## src/rtl/adder_arbiter.sv

```systemverilog
// adder_arbiter: round-robin arbiter that shares one N-bit adder among REQ
// requesters. One addition is in flight at a time: IDLE grants and captures
// operands, CALC registers the sum, RESP holds the result until accepted.
//
// Ports:
//   clk, rst            clock, asynchronous active-high reset
//   req_valid[REQ]      requester i offers an operand pair
//   req_ready[REQ]      requester i's pair is taken this cycle (one-hot, IDLE only)
//   req_num1/2[REQ*N]   requester i's operands in bits [i*N +: N]
//   rsp_valid/ready     response handshake
//   rsp_sum[N]          (num1 + num2) mod 2^N
//   rsp_id[IDW]         requester that owns rsp_sum
//   busy                FSM is not in IDLE
module adder_arbiter #(
  parameter int unsigned N   = 5,
  parameter int unsigned REQ = 4,
  localparam int unsigned IDW = $clog2(REQ)
) (
  input  logic             clk,
  input  logic             rst,
  input  logic [REQ-1:0]   req_valid,
  output logic [REQ-1:0]   req_ready,
  input  logic [REQ*N-1:0] req_num1,
  input  logic [REQ*N-1:0] req_num2,
  output logic             rsp_valid,
  input  logic             rsp_ready,
  output logic [N-1:0]     rsp_sum,
  output logic [IDW-1:0]   rsp_id,
  output logic             busy
);

  typedef enum logic [1:0] {
    IDLE = 2'd0,
    CALC = 2'd1,
    RESP = 2'd2
  } state_t;

  state_t         state, state_next;
  logic [IDW-1:0] rr_ptr;
  logic [IDW-1:0] gid;
  logic [N-1:0]   op1, op2;
  logic [N-1:0]   sum_c;
  logic [IDW-1:0] grant_c;
  logic           grant_vld_c;
  logic           accept_c;
  logic           rsp_fire_c;
  logic [IDW-1:0] rr_next_c;

  // Shared adder on the registered operands; carry out is dropped.
  assign sum_c = op1 + op2;

  // Round-robin search: first valid requester at or above rr_ptr, wrapping.
  always_comb begin
    int unsigned idx;
    grant_c     = '0;
    grant_vld_c = 1'b0;
    idx         = 0;
    for (int unsigned k = 0; k < REQ; k++) begin
      idx = (32'(rr_ptr) + k) % REQ;
      if (!grant_vld_c && req_valid[IDW'(idx)]) begin
        grant_vld_c = 1'b1;
        grant_c     = IDW'(idx);
      end
    end
  end

  assign accept_c   = (state == IDLE) && grant_vld_c && !rst;
  assign rsp_fire_c = rsp_valid && rsp_ready;
  assign rr_next_c  = (gid == IDW'(REQ - 1)) ? '0 : gid + IDW'(1);

  // State register.
  always_ff @(posedge clk or posedge rst) begin
    if (rst) state <= IDLE;
    else     state <= state_next;
  end

  // Next-state and grant decode; req_ready is masked during reset.
  always_comb begin
    state_next = state;
    req_ready  = '0;
    unique case (state)
      IDLE: begin
        if (accept_c) begin
          req_ready[grant_c] = 1'b1;
          state_next         = CALC;
        end
      end
      CALC: state_next = RESP;
      RESP: if (rsp_fire_c) state_next = IDLE;
      default: state_next = IDLE;
    endcase
  end

  // Operand capture, result registers, pointer and status flags.
  always_ff @(posedge clk or posedge rst) begin
    if (rst) begin
      op1       <= '0;
      op2       <= '0;
      gid       <= '0;
      rr_ptr    <= '0;
      rsp_sum   <= '0;
      rsp_id    <= '0;
      rsp_valid <= 1'b0;
      busy      <= 1'b0;
    end else begin
      busy <= (state_next != IDLE);
      if (accept_c) begin
        op1 <= req_num1[32'(grant_c)*N +: N];
        op2 <= req_num2[32'(grant_c)*N +: N];
        gid <= grant_c;
      end
      if (state == CALC) begin
        rsp_sum   <= sum_c;
        rsp_id    <= gid;
        rsp_valid <= 1'b1;
      end
      if (state == RESP && rsp_fire_c) begin
        rsp_valid <= 1'b0;
        rr_ptr    <= rr_next_c;
      end
    end
  end

endmodule

```

## config.mk

```make
export PLATFORM = sky130hd
export DESIGN_NAME = adder_arbiter
export DESIGN_NICKNAME = d
export VERILOG_FILES = /design/src/rtl/adder_arbiter.sv
export SDC_FILE = /design/constraint.sdc
export NUM_CORES = 1
export LEC_CHECK = 0
export ABC_AREA = 1
export BUFFER_PORTS_ARGS = -buffer_cell sky130_fd_sc_hd__buf_2
export CORE_MARGIN = 2
export CORE_UTILIZATION = 55
export CTS_CLUSTER_DIAMETER = 200
export DETAILED_ROUTE_END_ITERATION = 10
export GPL_TIMING_DRIVEN = 0
export PLACE_DENSITY = 0.84
export SYNTH_ARGS = -nofsm -noshare
export SYNTH_HDL_FRONTEND = slang
export SYNTH_SLANG_ARGS = --single-unit
```

## constraint.sdc

```tcl
create_clock -name clk -period 5.25 [get_ports clk]
set_input_delay 1.05 -clock clk [delete_from_list [all_inputs] [get_ports clk]]
set_output_delay 1.05 -clock clk [all_outputs]
set_load 0.005 [all_outputs]
```

* Word-level counts from Yosys, hierarchy flattened
Cells that the tools add are included.
** Storage, ports and cells
- RAM bits :: 0
- Output and inout port bits :: 13
- Flip-flop bits (word level) :: 25
- Latch bits :: 0
- Word-level logic and storage cells :: 67
- Memories kept :: 0
- Memory bits (read-only) :: 0
- Input port bits :: 47
** Operators by class
- Multiply operators :: 1
- Magnitude comparators :: 6
- Reduce and logical (&&, ||, !) cells :: 15
- Bitwise gates (word level) :: 0
- Div/mod/pow operators :: 0
- $add $sub $neg :: 5
- Shift-type cells :: 2
- Multiplexer cells :: 26
- Equality and inequality tests :: 3
** Operators by type and width (count)
- indexed part select 20 x 6 -> 5 bit :: 2
- < comparator 2 x 3 -> 1 bit (second input constant) :: 5
- two-way mux 2 bit :: 7
- two-way mux 1 bit :: 11
- binary-select mux 1 bit (select 2 bit) :: 4
- logical AND 1 bit :: 8
- two-way mux 4 bit :: 2
- one-hot mux 2 bit (3 select lines) :: 1
- adder 5 bit :: 1
- multiplier 2 x 3 -> 5 bit (second input constant) :: 1
- adder 2 x 1 -> 2 bit (second input constant) :: 2
- adder 2 bit (second input constant) :: 2
- equality test 2 bit (second input constant) :: 2
- logical NOT 1 bit :: 4
- nonzero test 2 bit :: 2
- demux 1 bit (select 2 bit) :: 1
- equality test 2 x 1 -> 1 bit (second input constant) :: 1
- >= comparator 2 x 1 -> 1 bit (second input constant) :: 1
- logical NOT 2 bit :: 1

* Logic depth before layout (Yosys ltp)
Gate-level depths: netlist of run 1.
- Depth after elaboration :: 18
- Gate-level depth with buffers :: 17
- Depth with buffers taken out :: 15

* Worst setup path before layout of run 1
Ideal clock, no wire load.
- Kind :: input port to output port
- Start :: in rst
- End :: out req_ready[1]
- Required time :: 4.200 ns
- Setup slack :: 1.951 ns
- Path buffers :: 1
- Cell stages on the path :: 6
- Arrival time :: 2.249 ns
- Path through :: inv_1 nand4_4 inv_1 buf_4 nand3_1 inv_1
** Between the ends
- Longest elaborated chain between the ends :: 4
** RTL lines
- start: declaration :: line 20 : input logic rst,
- logical NOT 1 bit (no source line)
- logical AND 1 bit :: line 67 : assign accept_c = (state == IDLE) && grant_vld_c && !rst;
- two-way mux 4 bit :: line 83 : if (accept_c) begin
- two-way mux 4 bit :: line 81 : unique case (state)
- end: declaration :: line 22 : output logic [REQ-1:0] req_ready,
No other way between the ends.

* Final worst setup path of run 1
Same ends and word-level chain as after synthesis.

==> flow_summary.json, run 1 <==
{
  "status": "complete, no violations",
  "syn-num-nets": 342,
  "cp_common_cell": "inv_1",
  "track_usage_pct": 20.85,
  "fin_crit_sh_pct": 70.92,
  "yosysMostFrequentCell": "nand2_1",
  "cts_tree": "done",
  "clockBufferDepth": 2,
  "cpPeakStageDelay_ps": 690,
  "vdd_drop_max_mv": 0.4954,
  "finalMaxSlewViolations": 0,
  "cp_top_family": "buffers and inverters",
  "insertion_delay_ps": 320,
  "syn-cell-area_um2": 1902,
  "grt_pass1_wl_mm": 6.817,
  "startpoint_type": "input pin",
  "dr_wl_met3_um": 185,
  "drtIter0Drc": 68,
  "routedWlPerCell_um": 9.804,
  "grt_max_degree": 27,
  "cp_slowest_cell": "inv_1",
  "antenna_found_initial": 0,
  "seq_area_frac_synth_pct": 32.89,
  "hpwl_mm": 3.164,
  "reg2reg_to": "op2[1]$_DFFE_PP0N_",
  "period_needed_ps": 3723,
  "vias": 1893,
  "hold_start": "rsp_sum[0]$_DFFE_PP0P_",
  "cts_buffers": 3,
  "async_flop_share_pct": 100.0,
  "firstDrtPassIters": 4,
  "p_leak_nw": 1.392,
  "ys_types": 26,
  "synth_area_per_cell_um2": 6.581,
  "clock-sinks": 25,
  "rsz0062_at_grt": "no",
  "place.gp.congestion": 0.8504,
  "area_growth_pct": 19.93,
  "die_area_um2": 3944,
  "yosysWarnings": 0,
  "endpoint_kind": "output pin",
  "portBuffers": 59,
  "cellPowerDensity_nw_per_um2": 707.9,
  "num_antenna_cells": 0,
  "ios": 60,
  "netlist_top_cells_count": "nand2_1, nand3_1, dfrtp_1",
  "synth_area_leaders": "dfrtp_1, nand2_1, nand3_1",
  "fin_cells": 398,
  "critPathBufInv": 6,
  "drc": 0,
  "drt.antenna.violating_nets": 0,
  "holdPathStages": 2,
  "synthCells": 289,
  "cts_hold_buffers": 0,
  "core_region_area_um2": 3337,
  "rrSetupSlack_ps": 3410,
  "htree_levels": 1,
  "min_to": "rsp_sum[0]$_DFFE_PP0P_",
  "path_cells": "buf_2, inv_1, nand4_4, inv_1, buf_4, nand3_1, inv_1, buf_2",
  "rr_startpoint": "rr_ptr[0]$_DFFE_PP0P_",
  "cp.required_ps": 4200,
  "synth-main-ff-cell": "dfrtp_1",
  "grt_pass1_vias": 1640,
  "fmax_mhz": 268.6,
  "ys_seq_elements": 25,
  "setup_viol": 0,
  "finalSetupTns_ps": 0,
  "worst_pin_slew_ps": 961.9,
  "hold_viol_final": 0,
  "start_util_pct": 56.99,
  "critPathMaxFanout": 26,
  "top_layer_used": "met4",
  "cts-root-buf": "clkbuf_4",
  "crit_type": "in2out",
  "routed-wl-met2_mm": 1.762,
  "r2r_cells": 14,
  "nets": 406,
  "num_rows": 21,
  "die_h_um": 62.81,
  "worst_ep_arrival_time_ps": 2670,
  "wl_met1_mm": 1.917,
  "postCtsSetupRepairBufs": 0,
  "slew_headroom_pct": 35.80,
  "fp.dieW_um": 62.81,
  "synth_top_area_cell": "dfrtp_1",
  "drv_cap": 0,
  "placed_cells": 394,
  "overflow": 0,
  "clock_skew_ps": 4.984,
  "hp-class": "reg2reg",
  "vias_per_cell": 4.756,
  "synth_top_area_share_pct": 32.89,
  "drive_above_1_share_pct": 26.70,
  "synth_edf_count": 0,
  "clkTransAtPathRegs_ps": 120,
  "post_cts_resized": 0,
  "drt-total-wl_mm": 3.902
}
layer usage:
metal  vias to the layer above  global-route usage [%]
li1                       1025                       -
met1                       815                   27.96
met2                        50                   35.62
met3                         3                   1.261
met4                         0                   7.500
met5                         -                       0
layout by cell type (no fill, tap or decap):
cell type and count:
nand2_4 1, nand4_1 1, nor2_1 7, buf_6 4
xnor2_1 2, buf_2 62, nand3_1 30, clkbuf_4 3
a21oi_1 3, ha_1 5, nand3_4 1, fa_1 1
inv_1 17, nand4_4 1, nand3b_1 1, nand3_2 3
nor3_1 2, nor2_8 1, clkbuf_1 2, nand2_2 7
o21ai_0 9, inv_2 5, nand2_1 152, o21ai_2 1
dfrtp_1 25, xor2_1 1, buf_4 5
where the power goes:
group	internal, mW	switching [mW]
Clock	0.0299	0.0536
Sequential	0.281	0.0524
Combinational	0.468	0.730
Total	0.779	0.836
sequential cells by signal (all words and copies together) (netlist names):
signal / count
busy: 1
gid: 2
op1: 5
op2: 5
rr_ptr: 2
rsp_id: 2
rsp_sum: 5
rsp_valid: 1
state: 2
metrics by stage:
| stage | total power, mW | hold slack, ps | setup WS [ps] | util, % | instance area, um^2 |
|---|---|---|---|---|---|
| 3_5_place_dp | 1.531 | 453.8 | 1472 | 67.57 | 2255 |
| 5_1_grt | 1.813 | 503.2 | 1309 | 68.35 | 2281 |
| 6_report | 1.615 | 483.6 | 1527 | 68.35 | 2281 |
| 2_1_floorplan | 1.290 | 452.8 | 1951 | - | 1902 |
| 4_1_cts | 1.621 | 484.3 | 1484 | 68.35 | 2281 |
| 3_3_place_gp | 1.512 | 450.2 | 1507 | 67.57 | 2255 |
worst reg2reg max path: stages, from the launching register on:
cell and delay, ps:
dfrtp_1 420, buf_4 180, nand2_1 70, nand2_1 100, nand2_2 110, nand2_4 60, nor2_8 110, nand3_1 80
nand3_1 100, nand2_2 100, buf_4 190, nand2_1 90, nand2_1 60, nand2_1 60, nand2_1 50
final cells by class:
class                           instances  area [um^2]
Multi-Input combinational cell        229         1092
Inverter                               22        82.58
Fill cell                             320         1056
Sequential cell                        25        625.6
Buffer                                 13        101.3
Tap cell                               46        57.56
Clock buffer                            4        26.28
Timing Repair Buffer                   59        295.3
worst max-delay path by stage:
stage	startpoint	to	slack, ps	cells after the start
final	rst	req_ready[1]	1530	8
after global routing	rst	req_ready[1]	1310	8
after CTS	rst	req_ready[1]	1480	8
after detailed placement	rst	req_ready[1]	1470	8
after global placement	rst	req_ready[1]	1510	8
after floorplan	rst	req_ready[1]	1950	6
logic make-up (layout without fill, tap and decap cells):
family / Yosys count / count (layout) / share of synthesized area, %
simple gates: 207 / 207 / 48.09
fa+ha+maj: 6 / 6 / 4.342
buf+inv: 35 / 98 / 9.671
flops: 25 / 25 / 32.89
xor+xnor: 3 / 3 / 1.382
compound gates: 13 / 13 / 3.618
Power figures use the tool's default switching activity.
==> run 2, diff against run 1 <==
Settings changed: ABC_AREA 1 to 0, CORE_UTILIZATION 55 to 48, PLACE_DENSITY 0.84 to 0.79.
Clock period 5.25 ns to 3.6 ns, I/O delays scaled along.
==> flow_summary.json, run 2 <==
{
  "status": "complete, no violations",
  "clockBufferDepth": 2,
  "portBuffers": 59,
  "synth_area_per_cell_um2": 10.67,
  "synth_area_leaders": "dfrtp_1, mux2i_1, o221ai_2",
  "antenna_found_initial": 0,
  "slew_headroom_pct": 35.85,
  "drt-total-wl_mm": 3.420,
  "worst_ep_arrival_time_ps": 2210,
  "htree_levels": 1,
  "placed_cells": 230,
  "rr_startpoint": "rr_ptr[0]$_DFFE_PP0P_",
  "vias_per_cell": 5.470,
  "netlist_top_cells_count": "dfrtp_1, nand2_1, mux2i_1",
  "place.gp.congestion": 0.8075,
  "start_util_pct": 49.45,
  "synth_top_area_share_pct": 42.48,
  "endpoint_kind": "output pin",
  "cts_tree": "done",
  "async_flop_share_pct": 100.0,
  "synthMuxAreaShare_pct": 16.65,
  "placedInstanceArea_um2": 1809,
  "fin_total_pwr_mw": 1.317,
  "synthCells": 138,
  "insertion_delay_ps": 320,
  "vdd_drop_max_mv": 0.2825,
  "synth_compound_area_share_pct": 17.25,
  "hp-class": "reg2reg",
  "worst_pin_slew_ps": 961.2,
  "die_h_um": 59.39,
  "grt_pass1_vias": 1238,
  "min_to": "rsp_sum[1]$_DFFE_PP0P_",
  "critPathMaxFanout": 10,
  "hpwl_mm": 2.677,
  "synthAdderAreaFrac_pct": 5.607,
  "hold_start": "rsp_sum[1]$_DFFE_PP0P_",
  "drc": 0,
  "setup_viol": 0,
  "cellPowerDensity_nw_per_um2": 717.0,
  "r2r_cells": 7,
  "routedWlPerCell_um": 14.62,
  "yosys.area_share.simple_pct": 10.54,
  "grt_pass1_wl_mm": 5.313,
  "most-common-layout-cells": "buf_2, dfrtp_1, nand2_1",
  "fp.dieW_um": 59.39,
  "startpoint_type": "input pin",
  "clock-sinks": 25,
  "crit_type": "in2out",
  "holdPathStages": 2,
  "drive_above_1_share_pct": 41.29,
  "clkTransAtPathRegs_ps": 130,
  "period_needed_ps": 2928,
  "nets": 255,
  "post_cts_resized": 0,
  "core_region_area_um2": 2978,
  "reg2reg_to": "op1[0]$_DFFE_PP0N_",
  "hold_viol_final": 0,
  "drv_cap": 0,
  "grt_max_degree": 26,
  "rsz0062_at_grt": "no",
  "fmax_mhz": 341.6,
  "fin_cells": 234,
  "firstDrtPassIters": 4,
  "cts_buffers": 3,
  "yosysMostFrequentCell": "dfrtp_1",
  "ys_seq_elements": 25,
  "seq_area_frac_synth_pct": 42.48,
  "finalSetupTns_ps": 0,
  "reg_top3": "op1 (5), op2 (5), rsp_sum (5)",
  "ys_types": 30,
  "syn-num-nets": 191,
  "synth_top_area_cell": "dfrtp_1",
  "pre_cts_slack_ps": 667.9,
  "syn-cell-area_um2": 1473,
  "synth_top_family_by_area": "compound AO/OA/AOI/OAI gates",
  "area_growth_pct": 24.72,
  "synth_xor_area_share_pct": 2.379,
  "ios": 60,
  "postCtsSetupRepairBufs": 0,
  "num_rows": 20,
  "cts-root-buf": "clkbuf_4",
  "final_common_cell": "buf_2",
  "cp_slowest_cell": "o41ai_2",
  "synth_edf_count": 0,
  "yosysWarnings": 0,
  "rrSetupSlack_ps": 1770,
  "num_antenna_cells": 0,
  "drt.antenna.violating_nets": 0,
  "cts_hold_buffers": 0,
  "drtIter0Drc": 25,
  "setup_slack_ps": 672.2,
  "cp_common_cell": "buf_2",
  "critPathBufInv": 4,
  "cp_top_family": "buffers and inverters",
  "synth-main-ff-cell": "dfrtp_1",
  "track_usage_pct": 20.23,
  "clock_skew_ps": 7.756,
  "cp.required_ps": 2880,
  "path_cells": "buf_2, o41ai_2, inv_2, nand2_1, buf_2, nor2_1, buf_2",
  "fin_crit_sh_pct": 81.33,
  "p_leak_nw": 0.9750,
  "fin_area_um2": 1837,
  "overflow": 0,
  "cpPeakStageDelay_ps": 640,
  "n_fill_cell": 253,
  "finalMaxSlewViolations": 0,
  "vias": 1280,
  "die_area_um2": 3527
}
## run 2: cell count changes after synthesis, moves of 4 or more
cell      delta
inv_1       -10
nand3_1     -28
o221ai_2     +7
buf_4        -4
mux2i_1     +20
nand2_1    -130
o221ai_1     +4
nand2_2      -7
mux2_2       +4
## run 2: final cells by class
| cell class | instances | area (um^2) | share of cell area (%) |
|---|---|---|---|
| Tap cell | 33 | 41.29 | 2.248 |
| Buffer | 7 | 41.29 | 2.248 |
| Sequential cell | 25 | 625.6 | 34.06 |
| Multi-Input combinational cell | 97 | 772.0 | 42.03 |
| Clock inverter | 1 | 5.005 | 0.2725 |
| Timing Repair Buffer | 59 | 295.3 | 16.08 |
| Inverter | 9 | 33.78 | 1.839 |
| Clock buffer | 3 | 22.52 | 1.226 |
## run 2: cell families (layout without fill, tap and decap cells)
kind of cell / after synthesis / in the layout
buf+inv: 16 / 79
mux: 24 / 24
simple gates: 35 / 35
flops: 25 / 25
xor+xnor: 4 / 4
fa+ha+maj: 6 / 6
compound gates: 28 / 28
## run 2: stage by stage
stage                     util, %  hold slack [ps]
after floorplan                 -            460.0
after global placement      60.76            458.3
after detailed placement    60.76            469.0
after CTS                   61.68            500.2
after global routing        61.68            523.8
final                       61.68            498.2
## run 2: how the worst max path moves through the flow
stage	startpoint	slack (ps)	to	cells after the start
2_1_floorplan	req_valid[2]	1070	req_ready[1]	6
3_3_place_gp	req_valid[0]	690	req_ready[0]	7
3_5_place_dp	req_valid[0]	670	req_ready[0]	7
4_1_cts	req_valid[0]	660	req_ready[0]	7
5_1_grt	req_valid[0]	560	req_ready[2]	7
6_report	req_valid[0]	670	req_ready[0]	7
## run 2: worst register-to-register path, stage by stage, from the launching register on
cell and delay (ps):
dfrtp_1 430, inv_1 90, a21oi_1 140, o32a_1 150
buf_2 180, buf_2 320, mux2i_1 300, o221ai_2 130
## run 2: per-layer routing
metal	routed length [um]	GRT usage (%)
met1	1516	24.40
met2	1711	36.58
met3	136	2.402
met4	55	7.468
met5	0	0
## run 2: report_power, final
| part | total (mW) | leakage, nW | switching, mW | internal (mW) |
|---|---|---|---|---|
| Clock | 0.127 | 0.0177 | 0.0851 | 0.0416 |
| Combinational | 0.687 | 0.648 | 0.354 | 0.333 |
| Sequential | 0.503 | 0.309 | 0.0915 | 0.411 |
==> run 3, diff against run 2 <==
Settings changed: CORE_UTILIZATION 48 to 43, PLACE_DENSITY 0.79 to 0.74.
Clock period 3.6 ns to 2.4 ns, I/O delays scaled along.
==> flow_summary.json, run 3 (synthesis results as in run 2) <==
{
  "hpwl_mm": 2.588,
  "fin_total_pwr_mw": 2.029,
  "core_region_area_um2": 3311,
  "clock_skew_ps": 7.096,
  "vias_per_cell": 5.064,
  "firstDrtPassIters": 4,
  "vdd_drop_max_mv": 0.4764,
  "start_util_pct": 44.48,
  "crit_type": "reg2out",
  "fp.dieW_um": 62.52,
  "cp.required_ps": 1920,
  "cts-root-buf": "clkbuf_4",
  "critPathBufInv": 3,
  "p_leak_nw": 0.9993,
  "final_common_cell": "buf_2",
  "grt_max_degree": 26,
  "cp_top_family": "simple AND/OR/NAND/NOR gates",
  "cts_tree": "done",
  "endpoint_kind": "output pin",
  "drive_above_1_share_pct": 43.63,
  "seq_area_um2": 625.6,
  "grt_pass1_wl_mm": 5.664,
  "cp_slowest_cell": "dfrtp_1",
  "startpoint": "state[1]$_DFF_PP0_",
  "clockBufferDepth": 2,
  "n_fill_cell": 318,
  "cellPowerDensity_nw_per_um2": 1063,
  "place.gp.congestion": 0.7520,
  "hp-class": "in2async",
  "worst_ep_arrival_time_ps": 1810,
  "vias": 1266,
  "hold_viol_final": 0,
  "num_rows": 21,
  "ios": 60,
  "num_antenna_cells": 0,
  "drv_cap": 0,
  "drc": 0,
  "track_usage_pct": 18.34,
  "rr_startpoint": "rr_ptr[0]$_DFFE_PP0P_",
  "area_growth_pct": 29.65,
  "die_h_um": 62.52,
  "period_needed_ps": 2294,
  "drtIter0Drc": 31,
  "critPathMaxFanout": 10,
  "fin_crit_sh_pct": 95.57,
  "htree_levels": 1,
  "antenna_found_initial": 0,
  "drt-total-wl_mm": 3.495,
  "die_area_um2": 3909,
  "nets": 258,
  "startpoint_type": "flip-flop",
  "reg_top3": "op1 (5), op2 (5), rsp_sum (5)",
  "clock-sinks": 25,
  "portBuffers": 59,
  "drt.antenna.violating_nets": 0,
  "overflow": 0,
  "setup_viol": 0,
  "multi_input_area_um2": 797.0,
  "clkTransAtPathRegs_ps": 140,
  "fmax_mhz": 436.0,
  "cpPeakStageDelay_ps": 450,
  "finalSetupTns_ps": 0,
  "grt_pass1_vias": 1254,
  "worst_pin_slew_ps": 942.6,
  "routedWlPerCell_um": 13.98,
  "most-common-layout-cells": "buf_2, dfrtp_1, nand2_1",
  "path_cells": "nor3_2, o41ai_4, inv_2, nand2_1, buf_6, nor2_1, buf_2",
  "finalMaxSlewViolations": 0,
  "status": "complete, no violations",
  "insertion_delay_ps": 320,
  "slew_headroom_pct": 37.09,
  "cts_buffers": 3
}
[run 3: report_power, final]
part	switching [mW]	leakage, nW	internal, mW
sequential	0.138	0.309	0.617
combinational	0.542	0.672	0.541
clock	0.129	0.0177	0.0625
total	0.809	0.999	1.22
[run 3: final timing paths]
| kind | end | slack [ps] | cells past startpoint |
|---|---|---|---|
| setup / recovery | req_ready[0] | 110 | 7 |
| hold / removal | rr_ptr[1]$_DFFE_PP0P_ | 380 | 2 |
| setup reg to reg | op1[2]$_DFFE_PP0N_ | 570 | 7 |
| hold reg to reg | rsp_sum[2]$_DFFE_PP0P_ | 500 | 2 |
| max in group asynchronous | rsp_sum[1]$_DFFE_PP0P_ | 1450 | 2 |
| min in group clk | op2[0]$_DFFE_PP0N_ | 450 | 3 |
[run 3: repair_timing]
item / CTS / global route
pin swaps: 1 / 2
cloned: 0 / 0
setup buffers: 4 / 0
setup endpoints to repair: 4 / 4
resized for setup: 1 / 10
hold buffers: 0 / 0
[run 3: layer usage]
layer | global-route usage (%) | up-vias | wire length, um
met1 | 22.80 | 607 | 1520
met5 | 0 | - | 0
li1 | - | 623 | -
met2 | 32.26 | 34 | 1812
met4 | 4.722 | 0 | 33
met3 | 3.964 | 2 | 128
[run 3: cell type report]
type                       instances  share of cell area (%)
multi-input combinational         97                   41.74
clock inverter                     1                  0.2621
tap                               46                   3.014
sequential                        25                   32.77
inverter                           9                   1.769
clock buffer                       3                   1.180
buffer                             6                   2.228
timing repair buffer              63                   17.04
[run 3: metrics by stage]
stage               util, %  hold slack (ps)  instances  worst slack (ps)  cell area (um^2)
floorplan                 -            460.0        138             348.3              1473
global placement      55.14            456.4        243            -99.73              1826
detailed placement    55.14            470.7        243            -84.55              1826
CTS                   56.88            394.7        250             10.97              1883
global route          57.67            450.1        250            -10.78              1909
finish                57.67            375.1        250             106.4              1909
